**src/rtl/traffic_pkg.sv**
```systemverilog
// Shared types for the traffic light controller and its sensor front end.
package traffic_pkg;

    typedef enum logic [1:0] {
        IDLE  = 2'd0,
        HOLD  = 2'd1,
        TRACK = 2'd2,
        GAP   = 2'd3
    } cond_state_e;

    // Light encoding used by the downstream controller
    localparam logic [1:0] LIGHT_RED    = 2'b00;
    localparam logic [1:0] LIGHT_YELLOW = 2'b01;
    localparam logic [1:0] LIGHT_GREEN  = 2'b10;

endpackage

```
**src/rtl/sensor_conditioner_if.sv**
```systemverilog
// Sensor-side bundle: raw vehicle sensor in, conditioned request and status out.
interface sensor_conditioner_if #(
    parameter int EVT_W = 8
) ();
    logic             sensor_raw;
    logic             s;
    logic             sensor_stable;
    logic [EVT_W-1:0] event_count;
    logic             busy;

    modport master (
        output sensor_raw,
        input  s, sensor_stable, event_count, busy
    );

    modport slave (
        input  sensor_raw,
        output s, sensor_stable, event_count, busy
    );
endinterface

```
**src/rtl/sensor_conditioner_sync_debounce.sv**
```systemverilog
// Metastability synchroniser followed by a consecutive-sample debouncer.
module sync_debounce #(
    parameter int SYNC_STAGES = 2,
    parameter int DEB_CYCLES  = 4,
    parameter int CNT_W       = 8
) (
    input  logic clk,
    input  logic rst,
    input  logic raw,
    output logic stable
);
    localparam logic [CNT_W-1:0] DEB_LAST = CNT_W'(DEB_CYCLES - 1);

    logic [SYNC_STAGES-1:0] sync_q;
    logic                   stable_q, stable_d;
    logic [CNT_W-1:0]       deb_cnt_q, deb_cnt_d;
    logic                   ss;

    assign ss     = sync_q[SYNC_STAGES-1];
    assign stable = stable_q;

    always_ff @(posedge clk or negedge rst) begin
        if (!rst) sync_q <= '0;
        else      sync_q <= {sync_q[SYNC_STAGES-2:0], raw};
    end

    // Any sample agreeing with the current level restarts the count
    always_comb begin
        stable_d  = stable_q;
        deb_cnt_d = '0;
        if (ss != stable_q) begin
            if (deb_cnt_q == DEB_LAST) stable_d  = ss;
            else                       deb_cnt_d = deb_cnt_q + 1'b1;
        end
    end

    always_ff @(posedge clk or negedge rst) begin
        if (!rst) begin
            stable_q  <= 1'b0;
            deb_cnt_q <= '0;
        end else begin
            stable_q  <= stable_d;
            deb_cnt_q <= deb_cnt_d;
        end
    end
endmodule

```
**src/rtl/sensor_conditioner.sv**
```systemverilog
// Turns the raw roadside sensor into a clean request with minimum hold and off-gap.
module sensor_conditioner
    import traffic_pkg::*;
#(
    parameter int SYNC_STAGES = 2,
    parameter int DEB_CYCLES  = 4,
    parameter int MIN_HOLD    = 8,
    parameter int GAP_CYCLES  = 6,
    parameter int CNT_W       = 8,
    parameter int EVT_W       = 8
) (
    input logic                 clk,
    input logic                 rst,
    sensor_conditioner_if.slave bus
);
    localparam logic [CNT_W-1:0] HOLD_LOAD = CNT_W'(MIN_HOLD - 1);
    localparam logic [CNT_W-1:0] GAP_LOAD  = CNT_W'(GAP_CYCLES - 1);

    cond_state_e      state_q, state_d;
    logic [CNT_W-1:0] timer_q, timer_d;
    logic [EVT_W-1:0] evt_q, evt_d, evt_inc;
    logic             s_q, s_d;
    logic             busy_q, busy_d;
    logic             stable;

    sync_debounce #(
        .SYNC_STAGES(SYNC_STAGES),
        .DEB_CYCLES (DEB_CYCLES),
        .CNT_W      (CNT_W)
    ) u_sync_debounce (
        .clk   (clk),
        .rst   (rst),
        .raw   (bus.sensor_raw),
        .stable(stable)
    );

    assign evt_inc = (&evt_q) ? evt_q : evt_q + 1'b1;

    // Timer expiry takes priority over the sensor level in timed states
    always_comb begin
        state_d = state_q;
        timer_d = timer_q;
        evt_d   = evt_q;
        case (state_q)
            IDLE: begin
                if (stable) begin
                    state_d = HOLD;
                    timer_d = HOLD_LOAD;
                    evt_d   = evt_inc;
                end
            end
            HOLD: begin
                if (timer_q == '0) begin
                    if (stable) begin
                        state_d = TRACK;
                    end else begin
                        state_d = GAP;
                        timer_d = GAP_LOAD;
                    end
                end else begin
                    timer_d = timer_q - 1'b1;
                end
            end
            TRACK: begin
                if (!stable) begin
                    state_d = GAP;
                    timer_d = GAP_LOAD;
                end
            end
            GAP: begin
                if (timer_q == '0) begin
                    if (stable) begin
                        state_d = HOLD;
                        timer_d = HOLD_LOAD;
                        evt_d   = evt_inc;
                    end else begin
                        state_d = IDLE;
                    end
                end else begin
                    timer_d = timer_q - 1'b1;
                end
            end
            default: state_d = IDLE;
        endcase
        s_d    = (state_d == HOLD) || (state_d == TRACK);
        busy_d = (state_d != IDLE);
    end

    always_ff @(posedge clk or negedge rst) begin
        if (!rst) begin
            state_q <= IDLE;
            timer_q <= '0;
            evt_q   <= '0;
            s_q     <= 1'b0;
            busy_q  <= 1'b0;
        end else begin
            state_q <= state_d;
            timer_q <= timer_d;
            evt_q   <= evt_d;
            s_q     <= s_d;
            busy_q  <= busy_d;
        end
    end

    assign bus.s             = s_q;
    assign bus.busy          = busy_q;
    assign bus.event_count   = evt_q;
    assign bus.sensor_stable = stable;
endmodule
```
**src/flat_wrapper.sv**
```systemverilog
// flat-port wrapper written by rule: the top's interface ports become plain ports
module sensor_conditioner_flat import traffic_pkg::*;
#(
    parameter int SYNC_STAGES = 2,
    parameter int DEB_CYCLES  = 4,
    parameter int MIN_HOLD    = 8,
    parameter int GAP_CYCLES  = 6,
    parameter int CNT_W       = 8,
    parameter int EVT_W       = 8
)
  (clk, rst, bus_sensor_raw, bus_s, bus_sensor_stable, bus_event_count, bus_busy);
  sensor_conditioner_if #(.EVT_W(EVT_W)) bus_i ();
  input logic clk;
  input logic rst;
  input wire logic [$bits(bus_i.sensor_raw)-1:0] bus_sensor_raw;
  output wire logic [$bits(bus_i.s)-1:0] bus_s;
  output wire logic [$bits(bus_i.sensor_stable)-1:0] bus_sensor_stable;
  output wire logic [$bits(bus_i.event_count)-1:0] bus_event_count;
  output wire logic [$bits(bus_i.busy)-1:0] bus_busy;
  assign bus_i.sensor_raw = bus_sensor_raw;
  assign bus_s = bus_i.s;
  assign bus_sensor_stable = bus_i.sensor_stable;
  assign bus_event_count = bus_i.event_count;
  assign bus_busy = bus_i.busy;
  sensor_conditioner #(.SYNC_STAGES(SYNC_STAGES), .DEB_CYCLES(DEB_CYCLES), .MIN_HOLD(MIN_HOLD), .GAP_CYCLES(GAP_CYCLES), .CNT_W(CNT_W), .EVT_W(EVT_W)) u_core (.clk(clk), .rst(rst), .bus(bus_i));
endmodule
```
**config.mk**
```make
export PLATFORM = sky130hd
export DESIGN_NAME = sensor_conditioner_flat
export DESIGN_NICKNAME = d
export VERILOG_FILES = /design/src/rtl/traffic_pkg.sv /design/src/rtl/sensor_conditioner_if.sv /design/src/rtl/sensor_conditioner_sync_debounce.sv /design/src/rtl/sensor_conditioner.sv /design/src/flat_wrapper.sv
export SDC_FILE = /design/constraint.sdc
export NUM_CORES = 1
export LEC_CHECK = 0
export ABC_AREA = 0
export BUFFER_PORTS_ARGS = -buffer_cell sky130_fd_sc_hd__buf_2
export CAP_MARGIN = 10
export CORE_UTILIZATION = 55
export CTS_CLUSTER_SIZE = 24
export DETAILED_ROUTE_END_ITERATION = 6
export PLACE_DENSITY = 0.74
export SKIP_CTS_REPAIR_TIMING = 1
export SLEW_MARGIN = 5
export SYNTH_ARGS = -nofsm -noshare
export SYNTH_HDL_FRONTEND = slang
export SYNTH_SLANG_ARGS = --single-unit
```
**constraint.sdc**
```tcl
create_clock -name clk -period 7 [get_ports clk]
set_input_delay 1.4 -clock clk [delete_from_list [all_inputs] [get_ports clk]]
set_output_delay 1.4 -clock clk [all_outputs]
set_load 0.005 [all_outputs]
```
==> key figures <==
Run status
  – Status: completed

Detailed routing
  – Vias: 1,364
  – Final wirelength: 3360 µm
  – Routed Antenna Nets: 0
  – Wirelength per Cell: 14.3 µm
  – Pre-antenna DRT Iters: 4
  – Number of remaining DRC errors: 0
  – Vias/cell: 5.83
  – Drt first-iter violations: 48

Yosys
  – Syn Area/Cell: 10.1 µm²
  – Synth unique cells: 49
  – Prevailing post-synth register cell: dfrtp_1
  – Seq/Total Area, Yosys: 0.445
  – EDFF count, synth: 0
  – Syn Inst Count: 173
  – Ys async rst share: 1.00
  – YS warnings: 0
  – Syn_nets: 185
  – Post-Syn Area: 1740 µm²
  – Seq cells post-synth: 31

Floorplan
  – Die Y: 58.3 µm
  – DIE WIDTH: 58.3 µm
  – Core Box Area: 3030 µm²
  – Die area: 3400 µm²
  – Initial Util: 0.576
  – Row count: 20
  – # IOs: 14

Clock network
  – Root buf cell: clkbuf_4
  – Skew-Pair Late Insertion Delay: 0.34 ns
  – H-tree levels: 2
  – TritonCTS buffer count: 5
  – Max Root-Sink Buffers: 2
  – TritonCTS clock tree: done
  – Clock slew at reported path FFs: 0.10 ns
  – Clock sink count: 31

Timing
  – Setup TNS: 0 ns
  – Max-slew headroom: 0.535
  – Pins Over Slew Limit: 0
  – Clock skew: 0.00409 ns
  – Unrepaired setup endpoints after global routing: no
  – Worst-Margin Slew: 0.697 ns
  – Final Cycle Share: 0.361
  – Final Hold Viols: 0
  – Min Clock Period, post-route: 2.53 ns
  – Final setup viols: 0
  – Fmax: 396 MHz

Power and ir drop
  – P_leak: 0.878 nW
  – Power Total: 0.000863 W
  – Internal power: 0.000480 W
  – Combinational share of power: 0.495
  – Sequential share of power: 0.365
  – PD cells: 452 nW/µm²
  – Clock power share: 0.140
  – Sw Ratio: 0.444
  – Peak VDD IR: 0.290 mV
  – Psw: 0.000383 W

Global routing
  – First-pass GRT wire length: 5800 µm
  – Overall routing resource usage: 0.231
  – Total grt overflow: 0
  – Initial antenna violation count: 0
  – Largest net degree at the start of global routing: 32
  – Vias in the first global route: 1,327

Worst setup path
  – Crit-path max FO: 13
  – Setup crit start kind: register
  – WP buf/inv: 1
  – Reg2reg setup slack: 4.58 ns
  – Worst path slowest cell: dfrtp_1
  – Cell family with most CP delay: flip-flops
  – Reg2reg start: u_core.timer_q[0]$_DFF_PN0_
  – Crit-path cells: buf_2
  – Critical path class: reg2out
  – Critical path required time: 5.60 ns
  – Peak per-stage delay on the critical path: 0.60 ns
  – CP Capture Type: primary output
  – Reg2reg path depth: 7
  – Reg-to-Reg End: u_core.bus.s$_DFF_PN0_
  – WP data arrival: 1.13 ns

Final layout
  – Nets: 201
  – Diodes inserted: 0
  – Area growth from synthesis to layout: 9.55%
  – Proportion of layout cells with a drive suffix above 1: 0.184
  – Final Util: 0.631

Place
  – Dpl hpwl: 2360 µm
  – GPL Wtd Cong: 0.878
  – Port Buffers: 13

Min path
  – WHS Endpoint: u_core.u_sync_debounce.sync_q[1]$_DFF_PN0_
  – Hold path startpoint: u_core.u_sync_debounce.sync_q[0]$_DFF_PN0_
  – Hold depth: 0
  – Worst Hold Class: reg2reg

Flow run
  – Max-cap violations: 0
synthesized netlist by cell type (2+ instances only):
master / count / area [µm²]
dfrtp_1: 31 / 776
nor2_1: 14 / 52.6
xor2_1: 13 / 114
inv_1: 12 / 45.0
ha_1: 9 / 113
nand3_1: 9 / 45.0
o21ai_0: 9 / 45.0
nand2_1: 8 / 30.0
nor3_1: 6 / 30.0
a21oi_1: 4 / 20.0
a31oi_1: 4 / 25.0
and3_1: 4 / 25.0
o211ai_1: 4 / 30.0
clkbuf_1: 3 / 11.3
nand4_1: 3 / 18.8
nor3b_1: 3 / 22.5
a31o_2: 2 / 17.5
mux2_2: 2 / 22.5
nand2b_1: 2 / 12.5
nor4_1: 2 / 12.5
power groups by stage:
stage          combinational (W)  sequential (W)  clock, W
4_1_cts                 0.000428        0.000313  0.000124
2_1_floorplan           0.000339        0.000285         0
3_3_place_gp            0.000406        0.000314         0
5_1_grt                 0.000481        0.000325  0.000132
6_report                0.000427        0.000315  0.000121
3_5_place_dp            0.000424        0.000317         0
placed cells by master (no fill, tap or decap), types with 3 or more instances in the layout:
cell      instances
dfrtp_1          31
nor2_1           14
xor2_1           13
buf_2            13
inv_1            12
o21ai_0           9
nand3_1           9
ha_1              9
nand2_1           8
nor3_1            6
clkbuf_4          5
a21oi_1           4
a31oi_1           4
and3_1            4
o211ai_1          4
nand4_1           3
nor3b_1           3
registers in the layout (all words and copies together) (netlist names):
name,cells
u_core.u_sync_debounce.sync_q,2
u_core.timer_q,8
u_core.bus.s,1
u_core.state_q,2
u_core.u_sync_debounce.deb_cnt_q,8
u_core.u_sync_debounce.stable,1
u_core.bus.busy,1
u_core.bus.event_count,8
final cells by class:
cell class / instances / area [µm²]
Clock buffer: 8 / 68.8
Fill cell: 249 / 1120
Inverter: 12 / 45.0
Multi-Input combinational cell: 126 / 900
Sequential cell: 31 / 776
Tap cell: 44 / 55.1
Timing Repair Buffer: 13 / 65.1
layer usage:
metal  global-route usage  routed length, µm  vias to the layer above  part of all wire
met4               0.0918                 52                        0             0.015
met2                0.381               1680                       23              0.50
li1                     -                  -                      656                 -
met5                    0                  0                        -                 0
met3               0.0659                118                        7             0.035
met1                0.287               1500                      678              0.45
cell families (layout without fill, tap and decap cells):
| family | after synthesis | in the layout | share of synthesized area |
|---|---|---|---|
| AND/OR/NAND/NOR | 63 | 63 | 0.212 |
| AO/OA/AOI/OAI | 37 | 37 | 0.151 |
| flip-flops | 31 | 31 | 0.445 |
| buffers and inverters | 16 | 33 | 0.0388 |
| XOR/XNOR | 14 | 14 | 0.0704 |
| adder cells (fa/ha/maj) | 9 | 9 | 0.0646 |
| multiplexers | 3 | 3 | 0.0187 |
metrics by stage:
| stage | std cells | setup WS, ns | cell area [µm²] | hold WS [ns] |
|---|---|---|---|---|
| after floorplan | 173 | 4.77 | 1740 | 0.331 |
| after detailed placement | 226 | 4.60 | 1840 | 0.339 |
| after global placement | 226 | 4.71 | 1840 | 0.336 |
| final | 234 | 4.47 | 1910 | 0.358 |
| after global routing | 234 | 4.38 | 1910 | 0.375 |
| after CTS | 234 | 4.46 | 1910 | 0.362 |
worst max-delay path by stage:
stage	startpoint	endpoint	slack [ns]	depth (start not counted)
finish	u_core.u_sync_debounce.stable$_DFFE_PN0P_	bus_sensor_stable	4.47	1
global route	u_core.u_sync_debounce.stable$_DFFE_PN0P_	bus_sensor_stable	4.38	1
CTS	u_core.u_sync_debounce.stable$_DFFE_PN0P_	bus_sensor_stable	4.46	1
detailed placement	u_core.timer_q[0]$_DFF_PN0_	u_core.bus.s$_DFF_PN0_	4.60	7
global placement	u_core.timer_q[0]$_DFF_PN0_	u_core.bus.s$_DFF_PN0_	4.71	7
floorplan	u_core.timer_q[0]$_DFF_PN0_	u_core.bus.s$_DFF_PN0_	4.77	8
Power figures use the tool's default switching activity.
